**config.mk**
```make
export PLATFORM = sky130hd
export DESIGN_NAME = decode_ctrl_stage_flat
export DESIGN_NICKNAME = d
export VERILOG_FILES = /design/src/rtl/decode_ctrl_stage_if.sv /design/src/rtl/decode_ctrl_stage.sv /design/src/flat_wrapper.sv
export SDC_FILE = /design/constraint.sdc
export NUM_CORES = 1
export LEC_CHECK = 0
export BUFFER_PORTS_ARGS = -buffer_cell sky130_fd_sc_hd__buf_2
export CORE_MARGIN = 4
export CORE_UTILIZATION = 49
export DETAILED_ROUTE_END_ITERATION = 16
export PLACE_DENSITY_LB_ADDON = 0.25
export SYNTH_ARGS = -nofsm -noshare
export SYNTH_HDL_FRONTEND = slang
export SYNTH_SLANG_ARGS = --single-unit
```
**constraint.sdc**
```tcl
create_clock -name clk -period 2.85 [get_ports clk]
set_input_delay 0.4275 -clock clk [delete_from_list [all_inputs] [get_ports clk]]
set_output_delay 0.4275 -clock clk [all_outputs]
set_load 0.1 [all_outputs]
```
**src/rtl/decode_ctrl_stage_if.sv**
```systemverilog
// decode_ctrl_stage_if: fetch-side handshake plus the registered control bundle handed to EX.
interface decode_ctrl_stage_if #(parameter int XLEN = 32, parameter int ALU_CTRL_W = 5);
    logic                  in_valid, in_ready, flush, ex_ready, out_valid;
    logic [31:0]           instr;
    logic [XLEN-1:0]       pc_in, imm, pc_out;
    logic [ALU_CTRL_W-1:0] ALU_ctrl;
    logic                  ALU_src, MEM_wen, WB_sel, Reg_WB, branch, jump, jalr, auipc, illegal;
    logic [2:0]            mem_size;
    logic [4:0]            rs1, rs2, rd;
    modport slave (
        input  in_valid, instr, pc_in, flush, ex_ready,
        output in_ready, out_valid, ALU_ctrl, ALU_src, MEM_wen, WB_sel, Reg_WB, branch, jump,
               jalr, auipc, mem_size, rs1, rs2, rd, imm, pc_out, illegal
    );
    modport master (
        output in_valid, instr, pc_in, flush, ex_ready,
        input  in_ready, out_valid, ALU_ctrl, ALU_src, MEM_wen, WB_sel, Reg_WB, branch, jump,
               jalr, auipc, mem_size, rs1, rs2, rd, imm, pc_out, illegal
    );
endinterface

```
**src/rtl/decode_ctrl_stage.sv**
```systemverilog
// decode_ctrl_stage: registered RV32I ID/EX decode with valid/ready handshakes,
// one-bubble load-use interlock and branch-resolve flush.
module decode_ctrl_stage #(
    parameter int XLEN       = 32,
    parameter int ALU_CTRL_W = 5,
    parameter bit HAZARD_EN  = 1'b1
) (
    input logic              clk,
    input logic              reset,
    decode_ctrl_stage_if.slave bus
);
    logic [31:0]     i;
    logic [6:0]      opc, f7;
    logic [2:0]      f3;
    logic [4:0]      op;
    logic [XLEN-1:0] imm_d;
    logic            src, wen, wbs, rwb, br, jmp, jr, aui, bad, use1, use2, is_mem;
    logic            adv, hazard;

    function automatic logic [4:0] alu_op(input logic [2:0] f, input logic alt);
        case (f)
            3'd0:    return alt ? 5'h01 : 5'h00;
            3'd1:    return 5'h05;
            3'd2:    return 5'h09;
            3'd3:    return 5'h0C;
            3'd4:    return 5'h02;
            3'd5:    return alt ? 5'h0A : 5'h06;
            3'd6:    return 5'h03;
            default: return 5'h04;
        endcase
    endfunction

    function automatic logic [4:0] br_op(input logic [2:0] f);
        case (f)
            3'd0:    return 5'h07;
            3'd1:    return 5'h08;
            3'd4:    return 5'h0D;
            3'd5:    return 5'h0E;
            3'd6:    return 5'h0F;
            default: return 5'h10;
        endcase
    endfunction

    assign i   = bus.instr;
    assign opc = i[6:0];
    assign f3  = i[14:12];
    assign f7  = i[31:25];

    always_comb begin
        op = 5'h00; src = 1'b0; wen = 1'b0; wbs = 1'b0; rwb = 1'b0; br = 1'b0; jmp = 1'b0;
        jr = 1'b0; aui = 1'b0; bad = 1'b0; use1 = 1'b0; use2 = 1'b0; is_mem = 1'b0; imm_d = '0;
        case (opc)
            7'b0110011: begin
                rwb = 1'b1; use1 = 1'b1; use2 = 1'b1;
                op  = alu_op(f3, f7[5]);
                bad = f7 != 7'h00 && !(f7 == 7'h20 && (f3 == 3'd0 || f3 == 3'd5));
            end
            7'b0010011: begin
                rwb = 1'b1; use1 = 1'b1; src = 1'b1;
                op  = alu_op(f3, f7[5] && f3 == 3'd5);
                imm_d = (f3 == 3'd1 || f3 == 3'd5) ? XLEN'(i[24:20]) : XLEN'($signed(i[31:20]));
                bad = (f3 == 3'd1 && f7 != 7'h00) || (f3 == 3'd5 && f7 != 7'h00 && f7 != 7'h20);
            end
            7'b0000011: begin
                rwb = 1'b1; wbs = 1'b1; use1 = 1'b1; src = 1'b1; is_mem = 1'b1;
                imm_d = XLEN'($signed(i[31:20]));
                bad = f3 == 3'd3 || f3 == 3'd6 || f3 == 3'd7;
            end
            7'b0100011: begin
                wen = 1'b1; use1 = 1'b1; use2 = 1'b1; src = 1'b1; is_mem = 1'b1;
                imm_d = XLEN'($signed({i[31:25], i[11:7]}));
                bad = f3 > 3'd2;
            end
            7'b1100011: begin
                br = 1'b1; use1 = 1'b1; use2 = 1'b1;
                op = br_op(f3);
                imm_d = XLEN'($signed({i[31], i[7], i[30:25], i[11:8], 1'b0}));
                bad = f3 == 3'd2 || f3 == 3'd3;
            end
            7'b1101111: begin
                rwb = 1'b1; jmp = 1'b1; src = 1'b1;
                imm_d = XLEN'($signed({i[31], i[19:12], i[20], i[30:21], 1'b0}));
            end
            7'b1100111: begin
                rwb = 1'b1; jmp = 1'b1; jr = 1'b1; use1 = 1'b1; src = 1'b1;
                imm_d = XLEN'($signed(i[31:20]));
                bad = f3 != 3'd0;
            end
            7'b0110111: begin
                rwb = 1'b1; src = 1'b1; op = 5'h11;
                imm_d = XLEN'($signed({i[31:12], 12'b0}));
            end
            7'b0010111: begin
                rwb = 1'b1; src = 1'b1; aui = 1'b1; op = 5'h0B;
                imm_d = XLEN'($signed({i[31:12], 12'b0}));
            end
            default: bad = 1'b1;
        endcase
        // an illegal word must never commit architectural state or redirect fetch
        if (bad) begin
            rwb = 1'b0; wen = 1'b0; br = 1'b0; jmp = 1'b0; jr = 1'b0; wbs = 1'b0;
        end
    end

    assign adv    = !bus.out_valid || bus.ex_ready;
    assign hazard = HAZARD_EN && bus.out_valid && bus.WB_sel && bus.rd != 5'd0 && bus.in_valid &&
                    ((use1 && i[19:15] == bus.rd) || (use2 && i[24:20] == bus.rd));
    assign bus.in_ready = bus.flush || (adv && !hazard);

    always_ff @(posedge clk) begin
        if (reset) begin
            bus.out_valid <= 1'b0;
            bus.ALU_ctrl  <= '0;
            bus.ALU_src   <= 1'b0;
            bus.MEM_wen   <= 1'b0;
            bus.WB_sel    <= 1'b0;
            bus.Reg_WB    <= 1'b0;
            bus.branch    <= 1'b0;
            bus.jump      <= 1'b0;
            bus.jalr      <= 1'b0;
            bus.auipc     <= 1'b0;
            bus.mem_size  <= 3'd0;
            bus.rs1       <= 5'd0;
            bus.rs2       <= 5'd0;
            bus.rd        <= 5'd0;
            bus.imm       <= '0;
            bus.pc_out    <= '0;
            bus.illegal   <= 1'b0;
        end else if (bus.flush) begin
            bus.out_valid <= 1'b0;
        end else if (adv) begin
            bus.out_valid <= bus.in_valid && !hazard;
            if (bus.in_valid && !hazard) begin
                bus.ALU_ctrl <= ALU_CTRL_W'(op);
                bus.ALU_src  <= src;
                bus.MEM_wen  <= wen;
                bus.WB_sel   <= wbs;
                bus.Reg_WB   <= rwb;
                bus.branch   <= br;
                bus.jump     <= jmp;
                bus.jalr     <= jr;
                bus.auipc    <= aui;
                bus.mem_size <= is_mem ? f3 : 3'd0;
                bus.rs1      <= i[19:15];
                bus.rs2      <= i[24:20];
                bus.rd       <= i[11:7];
                bus.imm      <= imm_d;
                bus.pc_out   <= bus.pc_in;
                bus.illegal  <= bad;
            end
        end
    end
endmodule

```
**src/flat_wrapper.sv**
```systemverilog
// flat-port wrapper written by rule: the top's interface ports become plain ports
module decode_ctrl_stage_flat 
#(
    parameter int XLEN       = 32,
    parameter int ALU_CTRL_W = 5,
    parameter bit HAZARD_EN  = 1'b1
)
  (clk, reset, bus_in_valid, bus_instr, bus_pc_in, bus_flush, bus_ex_ready, bus_in_ready, bus_out_valid, bus_ALU_ctrl, bus_ALU_src, bus_MEM_wen, bus_WB_sel, bus_Reg_WB, bus_branch, bus_jump, bus_jalr, bus_auipc, bus_mem_size, bus_rs1, bus_rs2, bus_rd, bus_imm, bus_pc_out, bus_illegal);
  decode_ctrl_stage_if #(.XLEN(XLEN), .ALU_CTRL_W(ALU_CTRL_W)) bus_i ();
  input logic clk;
  input logic reset;
  input wire logic [$bits(bus_i.in_valid)-1:0] bus_in_valid;
  input wire logic [$bits(bus_i.instr)-1:0] bus_instr;
  input wire logic [$bits(bus_i.pc_in)-1:0] bus_pc_in;
  input wire logic [$bits(bus_i.flush)-1:0] bus_flush;
  input wire logic [$bits(bus_i.ex_ready)-1:0] bus_ex_ready;
  output wire logic [$bits(bus_i.in_ready)-1:0] bus_in_ready;
  output wire logic [$bits(bus_i.out_valid)-1:0] bus_out_valid;
  output wire logic [$bits(bus_i.ALU_ctrl)-1:0] bus_ALU_ctrl;
  output wire logic [$bits(bus_i.ALU_src)-1:0] bus_ALU_src;
  output wire logic [$bits(bus_i.MEM_wen)-1:0] bus_MEM_wen;
  output wire logic [$bits(bus_i.WB_sel)-1:0] bus_WB_sel;
  output wire logic [$bits(bus_i.Reg_WB)-1:0] bus_Reg_WB;
  output wire logic [$bits(bus_i.branch)-1:0] bus_branch;
  output wire logic [$bits(bus_i.jump)-1:0] bus_jump;
  output wire logic [$bits(bus_i.jalr)-1:0] bus_jalr;
  output wire logic [$bits(bus_i.auipc)-1:0] bus_auipc;
  output wire logic [$bits(bus_i.mem_size)-1:0] bus_mem_size;
  output wire logic [$bits(bus_i.rs1)-1:0] bus_rs1;
  output wire logic [$bits(bus_i.rs2)-1:0] bus_rs2;
  output wire logic [$bits(bus_i.rd)-1:0] bus_rd;
  output wire logic [$bits(bus_i.imm)-1:0] bus_imm;
  output wire logic [$bits(bus_i.pc_out)-1:0] bus_pc_out;
  output wire logic [$bits(bus_i.illegal)-1:0] bus_illegal;
  assign bus_i.in_valid = bus_in_valid;
  assign bus_i.instr = bus_instr;
  assign bus_i.pc_in = bus_pc_in;
  assign bus_i.flush = bus_flush;
  assign bus_i.ex_ready = bus_ex_ready;
  assign bus_in_ready = bus_i.in_ready;
  assign bus_out_valid = bus_i.out_valid;
  assign bus_ALU_ctrl = bus_i.ALU_ctrl;
  assign bus_ALU_src = bus_i.ALU_src;
  assign bus_MEM_wen = bus_i.MEM_wen;
  assign bus_WB_sel = bus_i.WB_sel;
  assign bus_Reg_WB = bus_i.Reg_WB;
  assign bus_branch = bus_i.branch;
  assign bus_jump = bus_i.jump;
  assign bus_jalr = bus_i.jalr;
  assign bus_auipc = bus_i.auipc;
  assign bus_mem_size = bus_i.mem_size;
  assign bus_rs1 = bus_i.rs1;
  assign bus_rs2 = bus_i.rs2;
  assign bus_rd = bus_i.rd;
  assign bus_imm = bus_i.imm;
  assign bus_pc_out = bus_i.pc_out;
  assign bus_illegal = bus_i.illegal;
  decode_ctrl_stage #(.XLEN(XLEN), .ALU_CTRL_W(ALU_CTRL_W), .HAZARD_EN(HAZARD_EN)) u_core (.clk(clk), .reset(reset), .bus(bus_i));
endmodule
```
# Word level (Yosys, flattened, before mapping)
# Index checks and enable logic that the tools add are counted.
[totals]
output_inout_bits = 98
register_bits = 97
elab_cells = 109
[op_classes]
reduce_logical = 41
eq_ne = 20
order_cmp = 1
mux = 29
bitwise = 1
[ops]
columns = ["cell", "count"]
rows = [
  ["32-bit case mux with 6 select lines", 1],
  ["5-bit case mux with 7 select lines", 2],
  ["5-bit case mux with 5 select lines", 2],
  ["32-bit two-way mux", 1],
  ["7-bit by 6-bit equality test with 1-bit output (second input constant)", 4],
  ["7-bit equality test (second input constant)", 3],
  ["1-bit two-way mux", 19],
  ["7-bit by 5-bit equality test with 1-bit output (second input constant)", 2],
  ["1-bit logical AND", 14],
  ["7-bit OR reduction", 2],
  ["3-bit equality test (second input constant)", 4],
  ["5-bit equality test", 2],
  ["2-bit OR reduction", 5],
  ["1-bit logical OR", 9],
  ["4-bit two-way mux", 2],
  ["7-bit by 2-bit equality test with 1-bit output (second input constant)", 1],
  ["7-bit by 6-bit != test with 1-bit output (second input constant)", 1],
  ["1-bit case mux with 7 select lines", 1],
  ["7-bit nonzero test", 1],
  ["3-bit by 2-bit equality test with 1-bit output (second input constant)", 2],
  ["3-bit OR reduction", 2],
  ["6-bit OR reduction", 1],
  ["5-bit nonzero test", 1],
  ["3-bit by 1-bit equality test with 1-bit output (second input constant)", 1],
  ["other kinds (7)", 9],
]

# Logic depth before layout (Yosys ltp)
[depth]
ltp_word = 9
mapped_depth = 9
ltp_nobuf = 6

# Worst setup path before layout
# No wires, ideal clock.
[synth_timing]
kind = "register to output"
start = "reg u_core.bus.rd[0] in the netlist's numbering"
end = "out bus_in_ready"
t_required_ns = 2.423
arrival_ns = 2.477
stages_incl_launch_ff = 7
slack_ns = -0.055
path_cell_list = "dfxtp_1 > or4_1 > o22ai_1 > nor2_1 > o21ai_2 > nand2_1 > nand2b_1"
[synth_between]
elab_chain_cells = 7
word_cells_on_any_way = 12
classes_between = "eq/ne: 2; reduce/logical: 10"
[synth_lines]
columns = ["element", "line_no", "rtl"]
rows = [
  ["start, declared", "decode_ctrl_stage_if.sv:13", "jalr, auipc, mem_size, rs1, rs2, rd, imm, pc_out, illegal"],
  ["start signal, assigned", "decode_ctrl_stage.sv:146", "bus.rd <= i[11:7];"],
  ["5-bit equality test or 5-bit nonzero test (tied branches)", "decode_ctrl_stage.sv:107, decode_ctrl_stage.sv:106", ""],
  ["1-bit logical AND (on tied branches)", "decode_ctrl_stage.sv:107, decode_ctrl_stage.sv:106", ""],
  ["1-bit logical OR or 1-bit logical AND (tied branches)", "decode_ctrl_stage.sv:107, decode_ctrl_stage.sv:106", ""],
  ["1-bit logical AND (*)", "decode_ctrl_stage.sv:106", "assign hazard = HAZARD_EN && bus.out_valid && bus.WB_sel && bus.rd != 5'd0 && bus.in_valid &&"],
  ["1-bit logical NOT (*)", "decode_ctrl_stage.sv:108", "assign bus.in_ready = bus.flush || (adv && !hazard);"],
  ["1-bit logical AND (*)", "decode_ctrl_stage.sv:108", ""],
  ["1-bit logical OR (*)", "decode_ctrl_stage.sv:108", ""],
  ["end, declared", "flat_wrapper.sv:17", "output wire logic [$bits(bus_i.in_ready)-1:0] bus_in_ready;"],
]
# Every way passes the cells marked *; elsewhere a longest branch is shown, timed or not.

# Worst setup path in the final report
# Ends and elaborated chain as after synthesis.

==> summary.md <==
| Metric | Value |
|---|---|
| Worst Path Max Fanout | `5` |
| Comb pwr share | `24.8%` |
| NetSw | `0.001137 W` |
| Power Density | `573.0 mW/mm^2` |
| Max Cap Viol | `0` |
| Die Width | `103.7 microns` |
| Switching Fraction | `35.51%` |
| Worst Slack Setup Final | `0.1952 ns` |
| Largest area contributor in the netlist | `dfxtp_1` |
| Core Region | `0.008806 sq mm` |
| R2R setup slack | `0.42 ns` |
| All-Layer GR Usage | `25.58%` |
| Crit Path Class | `flip-flop to output pin` |
| Area contributors post-synth | `dfxtp_1 (43%), a21oi_1 (11%), o21ai_0 (7.4%), nand3_1 (5.9%), a211oi_1 (5.0%)` |
| Hold depth | `2` |
| M2 GR Usage | `41.40%` |
| CTS Sinks | `97` |
| Remaining DRCs | `0` |
| Seq pwr share | `45.1%` |
| CTS clk-pin slew, worst paths | `0.09 ns` |
| First-pass GRT wire length | `23170 microns` |
| Final core utilization | `63.44%` |
| Final Hold Vio Count | `0` |
| Worst rel slew slack | `44.46%` |
| Mapped cell area | `0.004489 sq mm` |
| Post-synth EDFFs | `0` |
| Share of cells above drive strength 1 | `29.23%` |
| RSZ-0062 raised after global routing | `no` |
| Yosys reg bits | `97` |
| Area grow syn2layout | `24.44%` |
| R2r endpoint | `u_core.bus.imm[5]$_SDFFE_PP0P_` |
| GRT overflow | `0` |
| FF/Latch Area | `0.001942 sq mm` |
| Fin. max-slew vios | `0` |
| Met1 usage | `34.37%` |
| Grt peak-use layer | `met2` |
| Power after layout | `0.003201 W` |
| Final period utilization | `93.15%` |
| Status | `finished clean` |
| CP max-delay cell | `or4_1` |
| Multi-input gate area | `0.002307 sq mm` |
| Number of cells after detailed placement | `784` |
| Post-synth top flop | `dfxtp_1` |
| Routed Antenna Nets | `0` |
| Synth cell count leaders | `a21oi_1 (100), dfxtp_1 (97), o21ai_0 (66), nand3_1 (53), clkbuf_1 (49)` |
| HPWL Detailed | `9984 microns` |
| Die Ht | `103.7 microns` |
| Die ar. | `0.01076 sq mm` |
| Clock Path Buffers | `2` |
| Via-to-Cell Ratio | `6.136` |
| Slowest Stage Delay on Critical Path | `0.52 ns` |
| Hold Path Class | `primary input to flip-flop` |
| Netlist cell types | `50` |
| Fillers | `827` |
| Fin cells | `799` |
| Worst endpoint required time | `2.42 ns` |
| Cells along the critical path | `or4_1 > o22ai_1 > nor2_1 > o21ai_4 > nand2_1 > nand2b_2 > buf_2` |
| Final Setup Violations | `0` |
| DR pass1 iterations | `5` |
| Max Freq | `376.7 MHz` |
| Clock Power Share | `30.1%` |
| Io pins | `167` |
| Hold path endpoint | `u_core.bus.out_valid$_SDFFE_PP0P_` |
| Diode count | `0` |
| Synth top area share | `43.26%` |
| Largest net degree at the start of global routing | `91` |
| Met3 GRT Util | `5.846%` |
| HP Start | `bus_flush` |
| Vias in the first global route | `4566` |
| Peak supply drop | `0.3231 mV` |
| Worst EP arrival | `2.23 ns` |
| Wire per inst | `18.10 microns` |
| Kind of cell adding the most delay to the critical path | `simple AND/OR/NAND/NOR gates` |
| Worst setup SP type | `flip-flop` |
| Pre-CTS setup slack | `0.3300 ns` |
| Worst slew pin tran | `0.8322 ns` |
| Initial antenna violation count | `0` |
| Top-count cell post-synth | `a21oi_1` |
| Placer Congestion | `0.9122` |
| Worst setup EP type | `output pin` |
| PortBufs | `166` |
| Mapped Nets | `622` |
| Sequential share of the synthesized area | `43.26%` |
| Final TNS setup | `0 ns` |
| Synth async-reset ratio | `0%` |
| Post CTS Setup Buffer Count | `0` |
| Vias | `4903` |
| Post-synthesis cell count | `553` |
| Iter 0 DRT Violations | `423` |
| Leakage power | `2.360 nW` |
| Clk Latency, worst-skew pair | `0.37 ns` |
| Crit path buffers/inverters | `1` |
| Row cnt | `34` |
| Crit path time final | `2.655 ns` |
| CTS tree | `yes` |
| Htree depth | `3` |
| RR Startpoint | `u_core.bus.rd[0]$_SDFFE_PP0P_` |
| Cts bufs inserted | `9` |
| Hold_buf cts | `0` |
| Nets | `756` |
| Skew final | `0.02307 ns` |
| Clock root cell | `clkbuf_8` |
| # resized after CTS | `0` |
| Ys Warns | `0` |
| Internal power | `0.002064 W` |
| Syn avg cell area | `8.118 sq um` |
| Worst-case reg-to-reg path depth | `7` |
| Initial core utilization | `50.98%` |
| Final WL | `14460 microns` |
[final cells by class]
type / instances / area share [%]
clock buffers: 10 / 2.284
clock inverters: 5 / 1.411
inverters: 6 / 0.4031
multi-input cells: 393 / 41.30
flip-flops and latches: 97 / 34.76
well taps: 108 / 2.419
repair buffers: 180 / 17.42
[logic make-up after synthesis]
logic type	share of synthesized area [%]
AO/OA/AOI/OAI	31.97
AND/OR/NAND/NOR	16.78
flip-flops	43.26
buffers and inverters	5.602
XOR/XNOR	1.951
multiplexers	0.4459
[registers in the layout (all words and copies together), names as in the netlist]
register / flops
u_core.bus.auipc: 1
u_core.bus.rd: 5
u_core.bus.ALU_src: 1
u_core.bus.imm: 32
u_core.bus.rs1: 5
u_core.bus.jalr: 1
u_core.bus.Reg_WB: 1
u_core.bus.out_valid: 1
u_core.bus.jump: 1
u_core.bus.ALU_ctrl: 5
u_core.bus.WB_sel: 1
u_core.bus.pc_out: 32
u_core.bus.mem_size: 3
u_core.bus.MEM_wen: 1
u_core.bus.branch: 1
u_core.bus.rs2: 5
u_core.bus.illegal: 1
[placed cells by master (no fill, tap or decap), types with 4 or more instances in the layout]
| cell | n |
|---|---|
| buf_2 | 166 |
| xnor2_1 | 6 |
| buf_4 | 11 |
| clkbuf_8 | 9 |
| a211oi_1 | 30 |
| nand2b_1 | 5 |
| nor2_1 | 13 |
| a21oi_1 | 100 |
| dfxtp_1 | 97 |
| o21ai_0 | 66 |
| inv_1 | 5 |
| nor2b_1 | 4 |
| a22oi_1 | 5 |
| nand3_1 | 53 |
| a2bb2oi_1 | 12 |
| nor3_1 | 11 |
| nand2_1 | 19 |
| xor2_1 | 4 |
| nand4_1 | 12 |
[worst max path at each step]
stage | cells past startpoint | startpoint | to | slack, ns
2_1_floorplan | 6 | u_core.bus.rd[1]$_SDFFE_PP0P_ | bus_in_ready | 0.18
3_3_place_gp | 7 | u_core.bus.rd[0]$_SDFFE_PP0P_ | u_core.bus.ALU_src$_SDFFE_PP0P_ | 0.46
3_5_place_dp | 8 | bus_instr[6] | u_core.bus.pc_out[11]$_SDFFE_PP0P_ | 0.33
4_1_cts | 7 | u_core.bus.rd[0]$_SDFFE_PP0P_ | bus_in_ready | 0.18
5_1_grt | 7 | u_core.bus.rd[0]$_SDFFE_PP0P_ | bus_in_ready | 0.07
6_report | 7 | u_core.bus.rd[0]$_SDFFE_PP0P_ | bus_in_ready | 0.20
[per-layer routing]
| metal | up-vias | part of all wire (%) |
|---|---|---|
| met5 | - | 0 |
| met1 | 2342 | 43 |
| li1 | 2331 | - |
| met2 | 210 | 47 |
| met3 | 20 | 7.7 |
| met4 | 0 | 1.6 |
[power by group through the flow]
stage                     Clock [W]  Sequential (W)  Combinational [W]
after global routing        0.00103         0.00145           0.000830
after floorplan                   0         0.00188           0.000199
after detailed placement          0         0.00147           0.000790
after CTS                  0.000975         0.00144           0.000792
after global placement            0         0.00147           0.000780
final                      0.000964         0.00144           0.000793
[through the flow]
stage	hold slack [ns]	cell area, sq um
final	0.2892	5587
after global routing	0.2810	5587
after CTS	0.2802	5587
after detailed placement	0.4503	5380
after global placement	0.4452	5380
after floorplan	0.5060	4492
No activity file was read; power rests on OpenSTA's default activity.
